File: config.mk
export PLATFORM = sky130hd
export DESIGN_NAME = reg_file_19
export DESIGN_NICKNAME = d
export VERILOG_FILES = /design/src/rtl/reg_file_19.sv
export SDC_FILE = /design/constraint.sdc
export NUM_CORES = 1
export LEC_CHECK = 0
export BUFFER_PORTS_ARGS = -buffer_cell sky130_fd_sc_hd__buf_4
export CELL_PAD_IN_SITES_DETAIL_PLACEMENT = 0
export CELL_PAD_IN_SITES_GLOBAL_PLACEMENT = 1
export CORE_MARGIN = 10
export CORE_UTILIZATION = 49
export CTS_CLUSTER_DIAMETER = 60
export CTS_CLUSTER_SIZE = 40
export DETAILED_ROUTE_END_ITERATION = 10
export PLACE_DENSITY = 0.87
export SYNTH_ARGS = -nofsm -noshare
export SYNTH_HDL_FRONTEND = slang
export SYNTH_SLANG_ARGS = --single-unit
File: constraint.sdc
create_clock -name clk -period 2.1 [get_ports clk]
set_clock_uncertainty 0.15 [all_clocks]
set_input_delay 0.42 -clock clk [delete_from_list [all_inputs] [get_ports clk]]
set_output_delay 0.42 -clock clk [all_outputs]
set_load 0.03 [all_outputs]
File: src/rtl/reg_file_19.sv
// reg_file_19: 8 x 19-bit architectural register file with two combinational
// read ports, one synchronous write port, a registered zero flag and a
// saturating count of committed writes.
// Optional feature: define REGFILE_WRITE_BYPASS_EN to forward wr_data to a
// read port in the same cycle when it reads the register being written.

// One combinational read port: storage lookup, optional write-through
// forwarding, and zero-forcing of R0.
module reg_file_19_rd_port #(
  parameter int DATA_W  = 19,
  parameter int ADDR_W  = 3,
  parameter bit R0_ZERO = 1'b1
) (
  input  logic [2**ADDR_W-1:0][DATA_W-1:0] mem,
  input  logic [ADDR_W-1:0]                addr,
  input  logic                             wr_en,
  input  logic [ADDR_W-1:0]                wr_addr,
  input  logic [DATA_W-1:0]                wr_data,
  output logic [DATA_W-1:0]                data
);
  // Select stored value, forward pending write if enabled, force R0 last so
  // a zero-forced R0 never picks up forwarded data.
  always_comb begin
    data = mem[addr];
`ifdef REGFILE_WRITE_BYPASS_EN
    if (wr_en && (wr_addr == addr)) data = wr_data;
`endif
    if (R0_ZERO && (addr == '0)) data = '0;
  end

`ifndef REGFILE_WRITE_BYPASS_EN
  // Write-port signals only matter when forwarding is built in.
  logic unused_wr;
  assign unused_wr = wr_en ^ (^wr_addr) ^ (^wr_data);
`endif
endmodule

module reg_file_19 #(
  parameter int DATA_W  = 19,
  parameter int ADDR_W  = 3,
  parameter bit R0_ZERO = 1'b1
) (
  input  logic              clk,
  input  logic              rst_n,
  input  logic [ADDR_W-1:0] rs_addr,
  input  logic [ADDR_W-1:0] rt_addr,
  output logic [DATA_W-1:0] rs_data,
  output logic [DATA_W-1:0] rt_data,
  input  logic              wr_en,
  input  logic [ADDR_W-1:0] wr_addr,
  input  logic [DATA_W-1:0] wr_data,
  input  logic              flag_we,
  input  logic              zero_in,
  output logic              zero_flag,
  output logic [7:0]        wr_count
);
  localparam int DEPTH  = 2**ADDR_W;
  localparam int NUM_RD = 2;

  logic [DEPTH-1:0][DATA_W-1:0]  mem;
  logic [NUM_RD-1:0][ADDR_W-1:0] rd_addr;
  logic [NUM_RD-1:0][DATA_W-1:0] rd_data;
  logic                          wr_commit;

  // A write to a zero-forced R0 is dropped entirely, including from the count.
  assign wr_commit = wr_en && !(R0_ZERO && (wr_addr == '0));

  // Register storage; gated by wr_commit so a junk wr_addr with wr_en low
  // cannot disturb any entry.
  always_ff @(posedge clk or negedge rst_n) begin
    if (!rst_n) mem <= '0;
    else if (wr_commit) mem[wr_addr] <= wr_data;
  end

  // Zero flag: reset to 1 to match the all-zero register state.
  always_ff @(posedge clk or negedge rst_n) begin
    if (!rst_n) zero_flag <= 1'b1;
    else if (flag_we) zero_flag <= zero_in;
  end

  // Committed-write counter, sticks at all-ones.
  always_ff @(posedge clk or negedge rst_n) begin
    if (!rst_n) wr_count <= '0;
    else if (wr_commit && (wr_count != 8'hFF)) wr_count <= wr_count + 8'd1;
  end

  assign rd_addr = {rt_addr, rs_addr};

  genvar p;
  generate
    for (p = 0; p < NUM_RD; p++) begin : g_rd
      reg_file_19_rd_port #(
        .DATA_W (DATA_W),
        .ADDR_W (ADDR_W),
        .R0_ZERO(R0_ZERO)
      ) u_rd (
        .mem    (mem),
        .addr   (rd_addr[p]),
        .wr_en  (wr_en),
        .wr_addr(wr_addr),
        .wr_data(wr_data),
        .data   (rd_data[p])
      );
    end
  endgenerate

  assign rs_data = rd_data[0];
  assign rt_data = rd_data[1];
endmodule

# Word level (Yosys, flattened, before mapping)
# Index checks and enable logic that the tools add are counted.
[classes]
eq_ne = 1
multipliers = 0
n_reduce_logical = 7
shifts = 0
n_lt_le_gt_ge = 4
div_mod_pow = 0
bitwise_logic = 0
muxes = 9
n_addsub = 1
[ops]
columns = ["operator", "count"]
rows = [
  ["$bwmux 152", 1],
  ["$bmux 19 s3", 2],
  ["$mux 19", 5],
  ["$demux 19 s3", 1],
  ["$lt 3x4->1 const B", 3],
  ["$logic_not 3->1", 3],
  ["$add 8x1->8 const B", 1],
  ["$ne 8x8->1 const B", 1],
  ["$ge 3x1->1 const B", 1],
  ["$logic_and 1x1->1", 3],
  ["$logic_not 1->1", 1],
]
[totals]
mem_bits_ro = 0
latch_bits = 0
inputBits = 33
output_inout_bits = 47
memories = 0
regBits = 161
mem_bits_rw = 0

# Depth between registers and ports, before layout
# Gate-level depths: netlist of the first run.
[depth]
ltp_word = 5
depth_mapped = 5
mapped_depth_nobuf = 4

# Hierarchy
# A second synthesis of the first run with hierarchy kept.
[unflattened]
cells_unflattened = 646
hier_area_um2 = 8957.3
[modules_own_cells]
columns = ["mod", "seq_area_each_um2", "cells_per_inst", "area_each_um2", "instances"]
rows = [
  ["reg_file_19", 4030.1, 372, 6224.7, 1],
  ["reg_file_19_rd_port", 0.0, 137, 1366.3, 2],
]

# Worst setup path after synthesis of the first run
# Ideal clock, no wire load.
[synth_path]
path_kind = "input to output"
start = "input rs_addr[1]"
end = "output rs_data[10]"
path_slack_ns = -0.269
path_stages = 5
t_arrival_ns = 1.799
required_time_ns = 1.530
path_cell_list = "nor2b_1 -> buf_2 -> buf_1 -> a22oi_1 -> o21ai_0"
[synth_via]
elab_chain_len = 3
[synth_lines]
columns = ["item", "line", "text"]
rows = [
  ["start, declared", "45", "input logic [ADDR_W-1:0] rs_addr,"],
  ["$bmux 19 s3", "24", "data = mem[addr];"],
  ["$mux 19 (implied by the code)", "24", ""],
  ["$mux 19 *", "28", "if (R0_ZERO && (addr == '0)) data = '0;"],
  ["end, declared", "47", "output logic [DATA_W-1:0] rs_data,"],
]
# Mark *: on every way between the ends. The rest lies on a longest branch, timed or not. The select of a mux whose other input is x is not followed.

# Final worst setup path of the first run
[layout_path]
start = "register mem[150] (netlist name)"
end = "output rt_data[17]"
[layout_via]
elab_chain_len = 3
[layout_lines]
columns = ["item", "line", "text"]
rows = [
  ["start, declared", "60", "logic [DEPTH-1:0][DATA_W-1:0] mem;"],
  ["start signal, assigned by index", "72", "else if (wr_commit) mem[wr_addr] <= wr_data;"],
  ["$bmux 19 s3", "24", ""],
  ["$mux 19 (implied by the code)", "24", ""],
  ["$mux 19", "28", ""],
  ["end, declared", "48", "output logic [DATA_W-1:0] rt_data,"],
]
# Every way passes these cells. The select of a mux whose other input is x is not followed.

==> flow_metrics.tcl, run 1 <==
set metrics [dict create \
    tns_ps -1980 \
    flow.area_growth_from_synthesis_pct 27.7 \
    ioPinCount 80 \
    die_x_um 146 \
    seq_area_frac_synth 0.458 \
    cts_max_path_bufs 2 \
    fp.coreArea_mm2 0.0154 \
    yosys.area_share.xor_xnor 0.00113 \
    status "finished, violations left" \
    synth.ff_latch_count 142 \
    synth_top_flop_cell "dfrtp_1" \
    vias_per_cell 6.02 \
    endpoint_type_of_the_worst_setup_path "primary output" \
    leakagePower_uw 0.00429 \
    setup_ws_ps -107 \
    violations "setup timing" \
    detailedPlacementHpwl_um 13000 \
    netlist_top_cells_area "dfrtp_1 (45%), mux2_2 (21%), mux4_2 (11%)" \
    muxShareOfSynthArea 0.381 \
    clk_pin_slew_ps 60 \
    timing_max_transition_violations_final 0 \
    synth_fp_nets 588 \
    timing.reg2reg.setup_slack_ps 250 \
    num_vias 5404 \
    slew_headroom 0.693 \
    antenna_cells 0 \
    syn_area_mm2 0.00776 \
    vdd_drop_max_mv 0.788 \
    place.gp.congestion 0.804 \
    wire_length_of_the_first_global_routing_pass_um 31900 \
    cts_htree_levels 4 \
    tritoncts "built" \
    num_rows 45 \
    final_worst_path_cycle_share 1.05 \
    worstHoldPathType "primary input to register" \
    synth_edf_count 0 \
    synth-compound-area-share 0.0733 \
    rsz0062_at_grt "yes" \
    iteration_count_of_the_initial_detailed_routing_pass 5 \
    crit_required_ps 1530 \
    grt.overflow.total 0 \
    postLayoutCoreUtil 0.645 \
    hold_depth 2 \
    remaining_drc_errors 0 \
    finish.net_count 708 \
    biggest_fanout_along_the_worst_timing_path 3 \
    multi_input_area_mm2 0.00410 \
    antenna_found_initial 0 \
    wl_um 20100 \
    powerDensity_mw_per_mm2 1000 \
    yosys.area.top_type_share 0.454 \
    grt_usage 0.187 \
    critical_path.startpoint_type "register" \
    fill_cells 1094 \
    numPortBuffers 79 \
    fraction_of_layout_cells_with_a_size_suffix_above_1 0.659 \
    cts-buffers-inserted 17 \
    period_needed_ps 2210 \
    postSynthCellCount 554 \
    vert_die_dim_um 146 \
    final_common_cell "dfrtp_1" \
    timing.reg2reg.worst_path_depth 4 \
    criticalPathCategory "register to primary output" \
    maxCapViolCount 0 \
    ys_async_sr_fraction 1.00 \
    worst_max_slew_pin_slew_ps 449 \
    clock_sinks 142 \
    postSynthAreaPerCell_um2 14.0 \
    crit_arrival_ps 1640 \
    pre_cts_slack_ps -101 \
    post_synthesis_share_of_cell_area_spent_on_and_or_nand_and_nor_gates 0.0359 \
    synth_top_family_by_area "multiplexers" \
    initial_utilization 0.505 \
    final-seq-area_mm2 0.00355 \
    cts_root_buffer "clkbuf_16" \
    post_synth_num_cell_types 40 \
    final-hold-violation-count 0 \
    clock.fmax_mhz 453 \
    postRouteAntennaNets 0 \
    grt_max_degree 44 \
    dominant_cell_type_by_area_after_synthesis "dfrtp_1" \
    wl_per_cell_um 22.4 \
    grt_pass1_vias 5737 \
    placed_area_mm2 0.00888 \
    yosysWarningCount 0 \
    dr.first_iter.drc_count 262 \
    die_area_mm2 0.0213 \
    timing.hold.ws_ps 83.1 \
    final_instance_area_mm2 0.00992 \
    clock_insertion_delay_worst_skew_ps 420 \
    setup_violations 38 \
    synthAdderAreaFrac 0.00161 \
    layout_common_cells "dfrtp_1 (141), mux2_2 (136), buf_4 (100)" \
]
## state kept, by name (all words and copies together), names as in the netlist
signal and cells:
zero_flag 1, mem 133, wr_count 8
## final cells by class
| cell class | instances | share of cell area |
|---|---|---|
| sequential | 142 | 0.358 |
| clock buffer | 23 | 0.0452 |
| clock inverter | 8 | 0.00934 |
| inverter | 18 | 0.00681 |
| multi-input combinational | 350 | 0.414 |
| timing repair buffer | 145 | 0.140 |
| tap | 211 | 0.0266 |
## metrics by stage
stage	instances	total power, uW
finish	897	9910
detailed placement	846	6770
floorplan	554	5800
CTS	893	9860
global route	897	10400
global placement	846	6630
## kinds of logic after synthesis
kind of cell,Yosys count
multiplexers,215
AO/OA/AOI/OAI,85
adder cells (fa/ha/maj),1
buffers and inverters,62
AND/OR/NAND/NOR,48
flip-flops,142
XOR/XNOR,1
## path summary, 6_finish.rpt
check,from,endpoint
setup reg to reg,wr_count[0]$_DFFE_PN0P_,wr_count[1]$_DFFE_PN0P_
min in group asynchronous,rst_n,mem[49]$_DFFE_PN0P_
hold / removal,zero_in,zero_flag$_DFFE_PN1P_
max in group asynchronous,rst_n,mem[118]$_DFFE_PN0P_
hold reg to reg,mem[126]$_DFFE_PN0P_,mem[126]$_DFFE_PN0P_
setup / recovery,mem[150]$_DFFE_PN0P_,rt_data[17]
## where the power goes
group	switching [uW]	internal, uW
Combinational	1430	1720
Sequential	545	3380
Clock	1110	1730
Total	3090	6820
## repair_timing
item | 4_1_cts | 5_1_grt
endpoints found under the hold margin | 35 | 0
resized for setup | 61 | 32
pin swaps | 18 | 9
setup buffers | 15 | 4
endpoints found under the setup margin | 38 | 38
hold buffers | 1 | 0
## worst max-delay path, stage by stage (launching register included)
cell and delay, ps:
dfrtp_1 400, mux4_2 470, a21o_1 210, buf_6 150
## synth_stat cells (all sizes together), types with 2 or more instances
cell	instances
a221oi	17
o21ai	22
buf	36
dfrtp	141
and4bb	2
nor2b	3
a21oi	21
mux4	38
nand2	27
nor3	3
nand4b	3
nand4	2
a22oi	20
clkbuf	8
mux2	176
nand2b	2
inv	18
nand3	3
## per-layer routing
layer	vias up	part of all wire	GRT usage
met1	2818	0.43	0.240
li1	2374	-	-
met3	21	0.058	0.0494
met5	-	0	0
met2	191	0.50	0.304
met4	0	0.014	0.0546
(Power assumes the default switching activity.)
==> run 2: changes to the inputs <==
--- a/config.mk
+++ b/config.mk
@@ -13,6 +13,7 @@
 export CTS_CLUSTER_DIAMETER = 60
 export CTS_CLUSTER_SIZE = 40
 export DETAILED_ROUTE_END_ITERATION = 10
+export MAX_ROUTING_LAYER = met4
 export PLACE_DENSITY = 0.87
 export SYNTH_ARGS = -nofsm -noshare
 export SYNTH_HDL_FRONTEND = slang
==> flow_metrics.tcl, run 2 (synthesis results as in run 1) <==
set metrics [dict create \
    wl_um 20100 \
    clock_sinks 142 \
    fraction_of_layout_cells_with_a_size_suffix_above_1 0.659 \
    slew_headroom 0.724 \
    initial_utilization 0.505 \
    postRouteAntennaNets 0 \
    critical_path.startpoint_type "register" \
    dr.first_iter.drc_count 356 \
    crit_required_ps 1530 \
    remaining_drc_errors 0 \
    vdd_drop_max_mv 0.789 \
    place.gp.congestion 0.816 \
    clock_insertion_delay_worst_skew_ps 420 \
    grt_pass1_vias 5741 \
    worst_max_slew_pin_slew_ps 404 \
    setup_violations 38 \
    cts-buffers-inserted 17 \
    cts_max_path_bufs 2 \
    finish.net_count 708 \
    worstHoldPathType "primary input to register" \
    leakagePower_uw 0.00429 \
    detailedPlacementHpwl_um 13000 \
    clock.fmax_mhz 449 \
    period_needed_ps 2230 \
    grt_max_degree 44 \
    cts_root_buffer "clkbuf_16" \
    timing.reg2reg.worst_path_depth 4 \
    layout_common_cells "dfrtp_1 (141), mux2_2 (136), buf_4 (100)" \
    powerDensity_mw_per_mm2 999 \
    biggest_fanout_along_the_worst_timing_path 3 \
    crit_arrival_ps 1660 \
    antenna_cells 0 \
    numPortBuffers 79 \
    final-hold-violation-count 0 \
    flow.area_growth_from_synthesis_pct 27.7 \
    maxCapViolCount 0 \
    hold_depth 2 \
    ioPinCount 80 \
    final_common_cell "dfrtp_1" \
    status "finished, violations left" \
    wl_per_cell_um 22.5 \
    die_area_mm2 0.0213 \
    rsz0062_at_grt "yes" \
    wire_length_of_the_first_global_routing_pass_um 31900 \
    endpoint_type_of_the_worst_setup_path "primary output" \
    postLayoutCoreUtil 0.645 \
    violations "setup timing" \
    final_worst_path_cycle_share 1.06 \
    criticalPathCategory "register to primary output" \
    die_x_um 146 \
    vias_per_cell 6.00 \
    num_rows 45 \
    top_regs "mem (133), wr_count (8), zero_flag (1)" \
    vert_die_dim_um 146 \
    cts_htree_levels 4 \
    iteration_count_of_the_initial_detailed_routing_pass 4 \
    clk_pin_slew_ps 60 \
    antenna_found_initial 0 \
    grt_usage 0.192 \
    num_vias 5384 \
    max_flop_register "mem" \
    setup_ws_ps -128 \
    tritoncts "built" \
    fin_total_pwr_uw 9910 \
    pre_cts_slack_ps -101 \
    fp.coreArea_mm2 0.0154 \
    timing_max_transition_violations_final 0 \
    grt.overflow.total 0 \
    largest_register_ff_count 133 \
]
==> run 2: cell counts in the layout (fill, tap and decap cells not counted) <==
Identical to the previous run, type by type.
==> run 2: routing by layer <==
| metal | up-vias | global-route usage | part of all wire |
|---|---|---|---|
| met1 | 2812 | 0.244 | 0.43 |
| met4 | 0 | 0.0546 | 0.016 |
| met5 | - | - | 0 |
| met3 | 32 | 0.0441 | 0.049 |
| met2 | 175 | 0.303 | 0.50 |
| li1 | 2365 | - | - |
==> run 2: final cells by class <==
class,instances,area (um^2)
timing repair buffer,145,1390
sequential,142,3550
clock inverter,8,92.6
clock buffer,23,448
inverter,18,67.6
fill,1094,5460
tap,211,264
multi-input combinational,350,4100
==> run 2: timing repair <==
item / in CTS / in global routing
resized for setup: 61 / 32
pin swaps: 18 / 9
endpoints found under the setup margin: 38 / 38
hold endpoints to repair: 35 / 0
setup buffers: 15 / 4
hold buffers: 1 / 0
==> run 2: critical path, stage by stage (launching register included) <==
cell,delay [ps]
dfrtp_1,400
mux4_2,490
a21o_1,210
buf_6,150
==> run 2: stage by stage <==
stage                     cells  cell area [um^2]  setup TNS [ps]  hold WS (ps)
final                       897              9920           -2000          81.9
after global routing        897              9920           -4180          66.7
after CTS                   893              9770           -2430          73.7
after detailed placement    846              8880           -2270           217
after global placement      846              8880           -1980           211
after floorplan             554              7800           -43.6         -25.6
==> run 2: power breakdown <==
group,internal [uW],total [uW],switching (uW)
Clock,1730,2840,1110
Sequential,3380,3920,543
Combinational,1720,3150,1430
Total,6820,9910,3080
==> run 2: final timing paths <==
check                                                to                    start  slack, ps
worst max-delay path                        rt_data[17]     mem[150]$_DFFE_PN0P_       -130
min in group asynchronous           mem[49]$_DFFE_PN0P_                    rst_n        340
worst max register to register  wr_count[1]$_DFFE_PN0P_  wr_count[0]$_DFFE_PN0P_        250
worst min register to register     mem[126]$_DFFE_PN0P_     mem[126]$_DFFE_PN0P_        370
max in group asynchronous          mem[118]$_DFFE_PN0P_                    rst_n        750
worst min-delay path              zero_flag$_DFFE_PN1P_                  zero_in         80
==> run 3: changes to the inputs <==
--- a/config.mk
+++ b/config.mk
@@ -15,6 +15,7 @@
 export DETAILED_ROUTE_END_ITERATION = 10
 export MAX_ROUTING_LAYER = met4
 export PLACE_DENSITY = 0.87
+export SETUP_SLACK_MARGIN = 0.4
 export SYNTH_ARGS = -nofsm -noshare
 export SYNTH_HDL_FRONTEND = slang
 export SYNTH_SLANG_ARGS = --single-unit
==> flow_metrics.tcl, run 3 (synthesis results as in run 1) <==
set metrics [dict create \
    max_flop_register "mem" \
    period_needed_ps 2220 \
    place.gp.congestion 0.833 \
    leakagePower_uw 0.00457 \
    maxCapViolCount 0 \
    largest_register_ff_count 133 \
    die_x_um 146 \
    critical_path.startpoint_type "register" \
    status "finished, violations left" \
    worstHoldPathType "primary input to register" \
    grt.overflow.total 0 \
    wl_um 21500 \
    top_regs "mem (133), wr_count (8), zero_flag (1)" \
    finish.net_count 722 \
    criticalPathCategory "register to primary output" \
    grt_pass1_vias 5949 \
    layout_common_cells "dfrtp_1 (138), mux2_2 (131), buf_4 (88)" \
    vdd_drop_max_mv 0.654 \
    num_vias 5414 \
    powerDensity_mw_per_mm2 1020 \
    wire_length_of_the_first_global_routing_pass_um 34200 \
    crit_required_ps 1530 \
    vias_per_cell 5.94 \
    rsz0062_at_grt "yes" \
    num_rows 45 \
    flow.area_growth_from_synthesis_pct 39.4 \
    worst_max_slew_pin_slew_ps 491 \
    wl_per_cell_um 23.5 \
    antenna_found_initial 0 \
    numPortBuffers 79 \
    cp_cell_sequence "mux4_2, a21o_4, buf_6" \
    cts_root_buffer "clkbuf_16" \
    postRouteAntennaNets 0 \
    clock_insertion_delay_worst_skew_ps 420 \
    vert_die_dim_um 146 \
    cpPeakStageDelay_ps 470 \
    fraction_of_layout_cells_with_a_size_suffix_above_1 0.735 \
    setup_violations 38 \
    pre_cts_slack_ps -156 \
    cpLargestDelayFamily "multiplexers" \
    fp.coreArea_mm2 0.0154 \
    timing.hold.ws_ps 78.9 \
    fin_total_pwr_uw 11000 \
    endpoint_type_of_the_worst_setup_path "primary output" \
    die_area_mm2 0.0213 \
    clock_sinks 142 \
    dr.first_iter.drc_count 244 \
    postLayoutCoreUtil 0.704 \
    final-hold-violation-count 0 \
    biggest_fanout_along_the_worst_timing_path 3 \
    cts-buffers-inserted 17 \
    tritoncts "built" \
    grt_usage 0.208 \
    critPathSlowestCell "mux4_2" \
    antenna_cells 0 \
    grt_max_degree 52 \
    slew_headroom 0.673 \
    ioPinCount 80 \
    cts_max_path_bufs 2 \
    crit_arrival_ps 1650 \
    final_common_cell "dfrtp_1" \
    clock.fmax_mhz 450 \
    timing_max_transition_violations_final 0 \
    remaining_drc_errors 0 \
    final_worst_path_cycle_share 1.06 \
    critical_path_buf_inv_count 1 \
    detailedPlacementHpwl_um 13800 \
    cts_htree_levels 4 \
    violations "setup timing" \
    iteration_count_of_the_initial_detailed_routing_pass 4 \
    clk_pin_slew_ps 60 \
    initial_utilization 0.505 \
    setup_ws_ps -124 \
]
-- run 3: cell count changes in the layout (fill, tap and decap cells not counted), sizes merged --
cell,change
bufinv,+4
buf,+14
clkbuf,-4
clkinv,-3
clkinvlp,+2
inv,+2
-- run 3: path summary, 6_finish.rpt --
kind                                               from                       to  slack [ps]  cells after the start
worst max-delay path                mem[93]$_DFFE_PN0P_              rt_data[17]        -120                      3
worst min-delay path                            zero_in    zero_flag$_DFFE_PN1P_          80                      2
worst max register to register  wr_count[0]$_DFFE_PN0P_  wr_count[1]$_DFFE_PN0P_         500                      4
worst min register to register  wr_count[0]$_DFFE_PN0P_  wr_count[0]$_DFFE_PN0P_         360                      1
max in group asynchronous                         rst_n      mem[76]$_DFFE_PN0P_         790                      3
min in group asynchronous                         rst_n      mem[69]$_DFFE_PN0P_         370                      2
-- run 3: layer usage --
layer	vias up	part of all wire	track usage
li1	2390	-	-
met1	2862	0.43	0.255
met2	139	0.52	0.343
met3	23	0.040	0.0400
met4	0	0.012	0.0622
met5	-	0	-
-- run 3: final cells by class --
class                   instances  area, um^2
flip-flops and latches        142        3560
well taps                     211         264
clock buffers                  19         453
multi-input cells             350        4560
clock inverters                13         234
inverters                      18        67.6
fillers                      1022        4550
repair buffers                159        1690
-- run 3: worst register-to-register path, cell delays in order, from the launching register on --
cell	delay [ps]
dfrtp_2	400
ha_2	250
nand3_1	150
o21ai_2	200
mux2_2	350
-- run 3: stage by stage --
stage	instances	instance area, um^2	setup TNS (ps)
floorplan	554	8530	0
global placement	857	9640	-3400
detailed placement	857	9640	-3810
CTS	906	10700	-2670
global route	912	10800	-3820
finish	912	10800	-2150
-- run 3: what timing repair did --
| action | CTS | global route |
|---|---|---|
| hold endpoints to repair | 47 | 0 |
| hold buffers | 1 | 0 |
| setup buffers | 14 | 6 |
| cloned | 2 | 0 |
| gates resized for setup | 71 | 16 |
| pin swaps | 26 | 11 |
| setup endpoints to repair | 39 | 41 |
-- run 3: power breakdown --
part	total [uW]	internal, uW	switching, uW
registers	3950	3380	572
logic	3560	1930	1620
clock network	3500	2300	1200
total	11000	7610	3390
